## config.mk

```make
export PLATFORM = sky130hd
export DESIGN_NAME = funct_generator_seq
export DESIGN_NICKNAME = d
export VERILOG_FILES = /design/src/rtl/funct_generator_pkg.sv /design/src/rtl/funct_generator_seq.sv
export SDC_FILE = /design/constraint.sdc
export NUM_CORES = 1
export LEC_CHECK = 0
export ABC_AREA = 0
export CORE_MARGIN = 10
export CORE_UTILIZATION = 53
export DETAILED_ROUTE_END_ITERATION = 8
export GPL_TIMING_DRIVEN = 0
export HOLD_SLACK_MARGIN = 0.12
export PLACE_DENSITY = 0.86
export SYNTH_ARGS = -nofsm -noshare
export SYNTH_HDL_FRONTEND = slang
export SYNTH_SLANG_ARGS = --single-unit
```

## constraint.sdc

```tcl
create_clock -name clk -period 5.4 [get_ports clk]
set_input_delay 0.54 -clock clk [delete_from_list [all_inputs] [get_ports clk]]
set_output_delay 0.54 -clock clk [all_outputs]
set_load 0.03 [all_outputs]
```

## src/rtl/funct_generator_pkg.sv

```systemverilog
// funct_generator_pkg: FSM state encoding and default widths shared by the function generator.
package funct_generator_pkg;
  typedef enum logic [1:0] {IDLE, RUN, DRAIN} state_t;
  localparam int DEF_DATA_WIDTH = 32;
  localparam int DEF_ADDR_WIDTH = 8;
  localparam int DEF_PHASE_WIDTH = 16;
endpackage

```

## src/rtl/funct_generator_seq.sv

```systemverilog
// funct_generator_seq: phase-accumulator LUT sequencer streaming samples into a FIFO with a 1-entry skid.
// Optional FUNCT_GEN_BURST_EN adds burst_len_i/done_o for fixed-length bursts.
module funct_generator_seq
  import funct_generator_pkg::*;
#(
  parameter int DATA_WIDTH = DEF_DATA_WIDTH,
  parameter int ADDR_WIDTH = DEF_ADDR_WIDTH,
  parameter int PHASE_WIDTH = DEF_PHASE_WIDTH
) (
  input  logic                   clk,
  input  logic                   rst_n,
  input  logic                   start_i,
  input  logic                   stop_i,
  input  logic [PHASE_WIDTH-1:0] freq_word_i,
  output logic [ADDR_WIDTH-1:0]  read_addr_o,
  input  logic [DATA_WIDTH-1:0]  read_data_i,
  input  logic                   fifo_full_i,
  output logic                   fifo_wr_en_o,
  output logic [DATA_WIDTH-1:0]  fifo_data_o,
  output logic                   busy_o
`ifdef FUNCT_GEN_BURST_EN
  ,
  input  logic [15:0]            burst_len_i,
  output logic                   done_o
`endif
);
  state_t state, state_n;
  logic [PHASE_WIDTH-1:0] phase, word;
  logic [DATA_WIDTH-1:0] skid;
  logic inflight, skid_valid, skid_valid_n;
  logic start_ok, issue, can_issue, last_issue, wr_skid, wr_direct, capture;
  // The address is presented straight from the accumulator so the LUT sees it in the issue cycle.
  assign read_addr_o = phase[PHASE_WIDTH-1 -: ADDR_WIDTH];
  assign busy_o = state != IDLE;
  assign start_ok = state == IDLE && start_i && !stop_i;
  assign issue = state == RUN && !stop_i && !fifo_full_i && !skid_valid && can_issue;
  assign wr_skid = skid_valid && !fifo_full_i;
  assign wr_direct = inflight && !skid_valid && !fifo_full_i;
  assign capture = inflight && !wr_direct;
  assign fifo_wr_en_o = wr_skid || wr_direct;
  assign fifo_data_o = skid_valid ? skid : read_data_i;
  assign skid_valid_n = capture || (skid_valid && !wr_skid);
  // Nothing issues in DRAIN, so only the skid can still hold data next cycle.
  always_comb begin
    state_n = state == IDLE ? (start_ok ? RUN : IDLE)
            : state == RUN ? (stop_i || (issue && last_issue) ? DRAIN : RUN)
            : (skid_valid_n ? DRAIN : IDLE);
  end
  always_ff @(posedge clk) begin
    if (!rst_n) begin
      state <= IDLE;
      phase <= '0;
      word <= '0;
      inflight <= 1'b0;
      skid_valid <= 1'b0;
      skid <= '0;
    end else begin
      state <= state_n;
      inflight <= issue;
      skid_valid <= skid_valid_n;
      if (capture) skid <= read_data_i;
      if (start_ok) begin
        phase <= '0;
        word <= freq_word_i;
      end else if (issue) phase <= phase + word;
    end
  end
`ifdef FUNCT_GEN_BURST_EN
  logic [15:0] remaining;
  logic free;
  assign can_issue = free || remaining != 16'd0;
  assign last_issue = !free && remaining == 16'd1;
  always_ff @(posedge clk) begin
    if (!rst_n) begin
      remaining <= '0;
      free <= 1'b0;
      done_o <= 1'b0;
    end else begin
      done_o <= state == DRAIN && state_n == IDLE;
      if (start_ok) begin
        remaining <= burst_len_i;
        free <= burst_len_i == 16'd0;
      end else if (issue) remaining <= remaining - 16'd1;
    end
  end
`else
  assign can_issue = 1'b1;
  assign last_issue = 1'b0;
`endif
endmodule

```

Yosys cells after proc, flatten, opt, wreduce, memory -nomap -nowiden
Index checks and enable logic that the tools add are counted.
{"block": "word_totals", "output_inout_bits": 42, "register_bits": 68, "in_bits": 53}
{"block": "classes", "addsub": 1, "muxes": 6, "n_eq_ne": 1, "bitwise": 1, "n_reduce_logical": 20}
{"op": "32-bit 2-to-1 mux", "count": 1}
{"op": "16-bit adder", "count": 1}
{"op": "1-bit logical AND", "count": 10}
{"op": "2-bit 2-to-1 mux", "count": 4}
{"op": "1-bit zero test", "count": 5}
{"op": "2-bit by 1-bit == test with 1-bit output (second input constant)", "count": 1}
{"op": "2-bit zero test", "count": 1}
{"op": "1-bit logical OR", "count": 2}
{"op": "2-bit nonzero test", "count": 1}
{"op": "2-bit OR reduction", "count": 1}
{"op": "1-bit 2-to-1 mux", "count": 1}
{"op": "1-bit NOT", "count": 1}

Longest topological paths before layout
{"block": "logic_depth", "word_depth": 9, "ltp_mapped": 9}

Worst setup path after synthesis
OpenSTA, ideal clock, no wires.
{"block": "synth_timing", "path_type": "reg2reg", "startpoint": "register phase[0]", "endpoint": "register phase[12]", "synth_period_minus_slack_ps": 2206, "required_ps": 5278, "arrival_ps": 2084, "setup_ps": 122, "stages_incl_launch_ff": 10, "path_slack_ps": 3194, "n_path_buf": 0, "cell_sequence": "dfxtp_1 > ha_1 > fa_1 > a21oi_1 > o21ai_1 > a21oi_1 > o21bai_1 > a221oi_1 > nor4_1 > nand3b_1"}
{"block": "synth_via", "elab_chain_cells": 1}
{"element": "start: declaration", "line_no": "funct_generator_seq.sv:28", "text": "logic [PHASE_WIDTH-1:0] phase, word;"}
{"element": "start signal: assignment", "line_no": "funct_generator_seq.sv:65", "text": "end else if (issue) phase <= phase + word;"}
{"element": "16-bit adder", "line_no": "funct_generator_seq.sv:65"}
No other way between the ends.
A chain may end at the register's enable or synchronous reset.

Worst setup path in the final report
{"block": "layout_timing", "startpoint": "register skid_valid", "endpoint": "output fifo_data_o[25]"}
{"block": "layout_via", "elab_chain_cells": 1}
{"element": "start: declaration", "line_no": "funct_generator_seq.sv:30", "text": "logic inflight, skid_valid, skid_valid_n;"}
{"element": "start signal: assignment", "line_no": "funct_generator_seq.sv:60", "text": "skid_valid <= skid_valid_n;"}
{"element": "32-bit 2-to-1 mux", "line_no": "funct_generator_seq.sv:41", "text": "assign fifo_data_o = skid_valid ? skid : read_data_i;"}
{"element": "end: declaration", "line_no": "funct_generator_seq.sv:19", "text": "output logic [DATA_WIDTH-1:0] fifo_data_o,"}
No other way between the ends.

==> flow_summary_export.csv <==
group,metric,value,unit
setup_path,worstPathRequired,4.86,ns
logic_synthesis,synth_flop_cell,"dfxtp_1",
logic_synthesis,ys_seq_area_share,37.5,%
setup_path,path_class,"reg2out",
timing,min_period_over_period,56.9,%
timing,fin_setup_tns,0,ns
setup_path,crit_slowest_cell,"clkdlybuf4s50_1",
setup_path,reg2regPathDepth,9,
setup_path,path_depth,4,
logic_synthesis,synth_compound_area_share,20.0,%
clock_tree,ctsHoldBuffers,0,
logic_synthesis,synth.area.mux_share,10.2,%
setup_path,critPathTopFamily,"buffers and inverters",
setup_path,worstPathCellList,"clkbuf_1 -> clkbuf_1 -> mux2_2 -> clkdlybuf4s50_1",
drt,drtAntennaViolNets,0,
power,leakage,1.81,nW
cells_and_area,drive_above_1_share,11.6,%
grt,overflow,0,
logic_synthesis,synthCells,435,
setup_path,crit_start,"skid_valid",
die,dieHeight,103,um
logic_synthesis,syn_nets,504,
logic_synthesis,yosys.area_share.simple,18.8,%
power,seq_power_share,42.7,%
clock_tree,cts_buffer_depth,2,
worst_hold_path,min_path_type,"reg2reg",
drt,vias_per_cell,5.42,
grt,grt_antenna_before_repair,0,
logic_synthesis,yosys.area.top_type,"dfxtp_1",
logic_synthesis,synth_cell_types,45,
drt,vias,3381,
setup_path,cp-start-kind,"flip-flop",
clock_tree,cts_buffers,9,
place,placed_cells,608,
grt,gr-usage-all-layers,19.2,%
setup_path,cp-end-kind,"primary output",
clock_tree,clockRootBuffer,"clkbuf_8",
power,pwr-share-clk,43.7,%
setup_path,critPathMaxFanout,10,
logic_synthesis,synth_fa_ha_area_share,5.99,%
logic_synthesis,yosysWarningCount,0,
timing,fin_hold_ws,0.459,ns
logic_synthesis,syn_area_per_cell,8.35,um^2
place,dp_hpwl,7610,um
place,gp_congestion,0.872,
drt,drcViolationCount,0,
clock_tree,worstSkewPairLatency,0.35,ns
place,portBuffers,93,
power,switching_power,0.293,mW
timing,rsz0062_at_grt,"no",
logic_synthesis,synth.most_common_cell,"nand2_1",
die,die_width,103,um
logic_synthesis,synth_area,0.00363,mm^2
grt,grt_pass1_vias,3504,
logic_synthesis,synth_top_family_by_area,"compound AO/OA/AOI/OAI gates",
clock_tree,ctsHtreeMaxLevel,3,
drt,totalWireLength,10200,um
setup_path,timing.rr.end,"phase[12]",
timing,maxSlewHeadroom,53.6,%
setup_path,max_stage_delay,0.62,ns
timing,fin_skew,0.00741,ns
logic_synthesis,yosysTopAreaCellShare,37.5,%
die,core,0.00672,mm^2
clock_tree,cts_resized,0,
clock_tree,clock_sinks,68,
die,pin_count,95,
logic_synthesis,synth_seq_cells,68,
logic_synthesis,yosys-top-cells-count,"nand2_1, dfxtp_1, a21boi_0, mux2_2, clkbuf_1",
cells_and_area,n_antenna_cell,0,
timing,tightest_slew,0.695,ns
timing,finalHoldViolCount,0,
clock_tree,cts_tree,"yes",
logic_synthesis,synth_edf_count,0,
drt,drtPass1Iterations,4,
drt,post_drt_wl_per_cell,16.3,um
power,p_comb_share,13.6,%
grt,grt_max_degree,13,
cells_and_area,final_nets,608,
setup_path,rr_startpoint,"phase[0]",
cells_and_area,area_delta_synth_final,35.2,%
timing,fmax,0.325,GHz
grt,grt_first_pass_wirelength,16200,um
setup_path,cp_num_buf_inv,3,
power,swShare,24.3,%
die,rows,30,
timing,slew_violations,0,
setup_path,cp.arrival,2.54,ns
timing,finalCriticalPeriod,3.08,ns
logic_synthesis,synth_area_leaders,"dfxtp_1, nand2_1, mux2_2, a21boi_0, ha_1",
cells_and_area,instances_no_fill,624,
setup_path,r2r_slack,2.80,ns
timing,setup_viol,0,
power,intPower,0.911,mW
run,maxCapViolations,0,
power,p_per_area,245,mW/mm^2
clock_tree,post_cts_buffers,0,
die,start_util,54.1,%
setup_path,crit_end,"fifo_data_o[25]",
logic_synthesis,async_reset_ff_share,0,%
die,die_area,0.0106,mm^2
power,vdd_drop_max,0.198,mV
drt,drtIter0Drc,108,
logic_synthesis,synth_xor_area_share,2.65,%
clock_tree,clkTransAtPathRegs,0.08,ns
setup_path,crit_path_frequent_cell,"clkbuf_1",
run_status,status,"complete, no violations",
## layout make-up
type | count | area, um^2
clock inverters | 6 | 111
flip-flops and latches | 68 | 1360
fillers | 496 | 1810
plain buffers | 35 | 163
repair buffers | 93 | 931
clock buffers | 10 | 138
well taps | 80 | 100
multi-input cells | 328 | 2090
inverters | 4 | 15.0
## power by group through the flow
stage	Combinational, mW	Clock (mW)	Sequential, mW
2_1_floorplan	0.0822	0	0.524
3_3_place_gp	0.161	0	0.525
3_5_place_dp	0.163	0	0.525
4_1_cts	0.165	0.529	0.514
5_1_grt	0.175	0.549	0.515
6_report	0.164	0.525	0.514
## layout by cell type, fill, tap and decap left out, types with 3 or more instances in the layout
cell	count
nand3b_1	3
bufinv_16	3
buf_4	8
a21boi_1	12
nor2_1	14
xor2_1	3
nand2_1	124
nand4_1	3
clkbuf_8	10
inv_1	4
a31oi_1	3
clkdlybuf4s50_1	93
o211ai_1	4
xnor2_1	8
o21ai_1	5
nand3_1	4
mux2_2	32
clkbuf_1	26
ha_1	15
dfxtp_1	68
a21oi_1	22
or3_1	3
o21ai_0	5
a21o_1	5
a21boi_0	36
## sequential cells by signal, summed over array words and instances, names as in the netlist
name,cells
inflight,1
phase,16
skid,32
skid_valid,1
state,2
word,16
## cells by family after synthesis
kind of cell,after synthesis
AO/OA/AOI/OAI,105
XOR/XNOR,11
adder cells (fa/ha/maj),17
buffers and inverters,39
flip-flops,68
multiplexers,33
AND/OR/NAND/NOR,162
## worst min path at each step
stage	from	endpoint	cells past startpoint
global placement	skid[1]	skid[1]	2
global route	skid[1]	skid[1]	2
CTS	skid[18]	skid[18]	2
finish	skid[18]	skid[18]	2
detailed placement	skid[18]	skid[18]	2
floorplan	skid[0]	skid[0]	2
## per-layer routing
metal	GRT usage (%)	up-vias	wire [um]
met5	0	-	0
met4	7.49	0	195
met3	9.72	20	1040
met2	32.7	121	4870
met1	19.8	1545	4060
li1	-	1695	-
## stage by stage
step           utilization, %  instance area [um^2]  total power [mW]  setup WS, ns
2_1_floorplan               -                  3630             0.606          3.19
5_1_grt                  73.1                  4910              1.24          2.18
4_1_cts                  73.1                  4910              1.21          2.31
3_3_place_gp             69.4                  4660             0.686          2.73
3_5_place_dp             69.4                  4660             0.689          2.71
6_report                 73.1                  4910              1.20          2.32
## worst min-delay path: stages (launching register included)
cell,delay (ns)
dfxtp_1,0.32
nand2_1,0.05
a21boi_1,0.05
(Power assumes the default switching activity.)
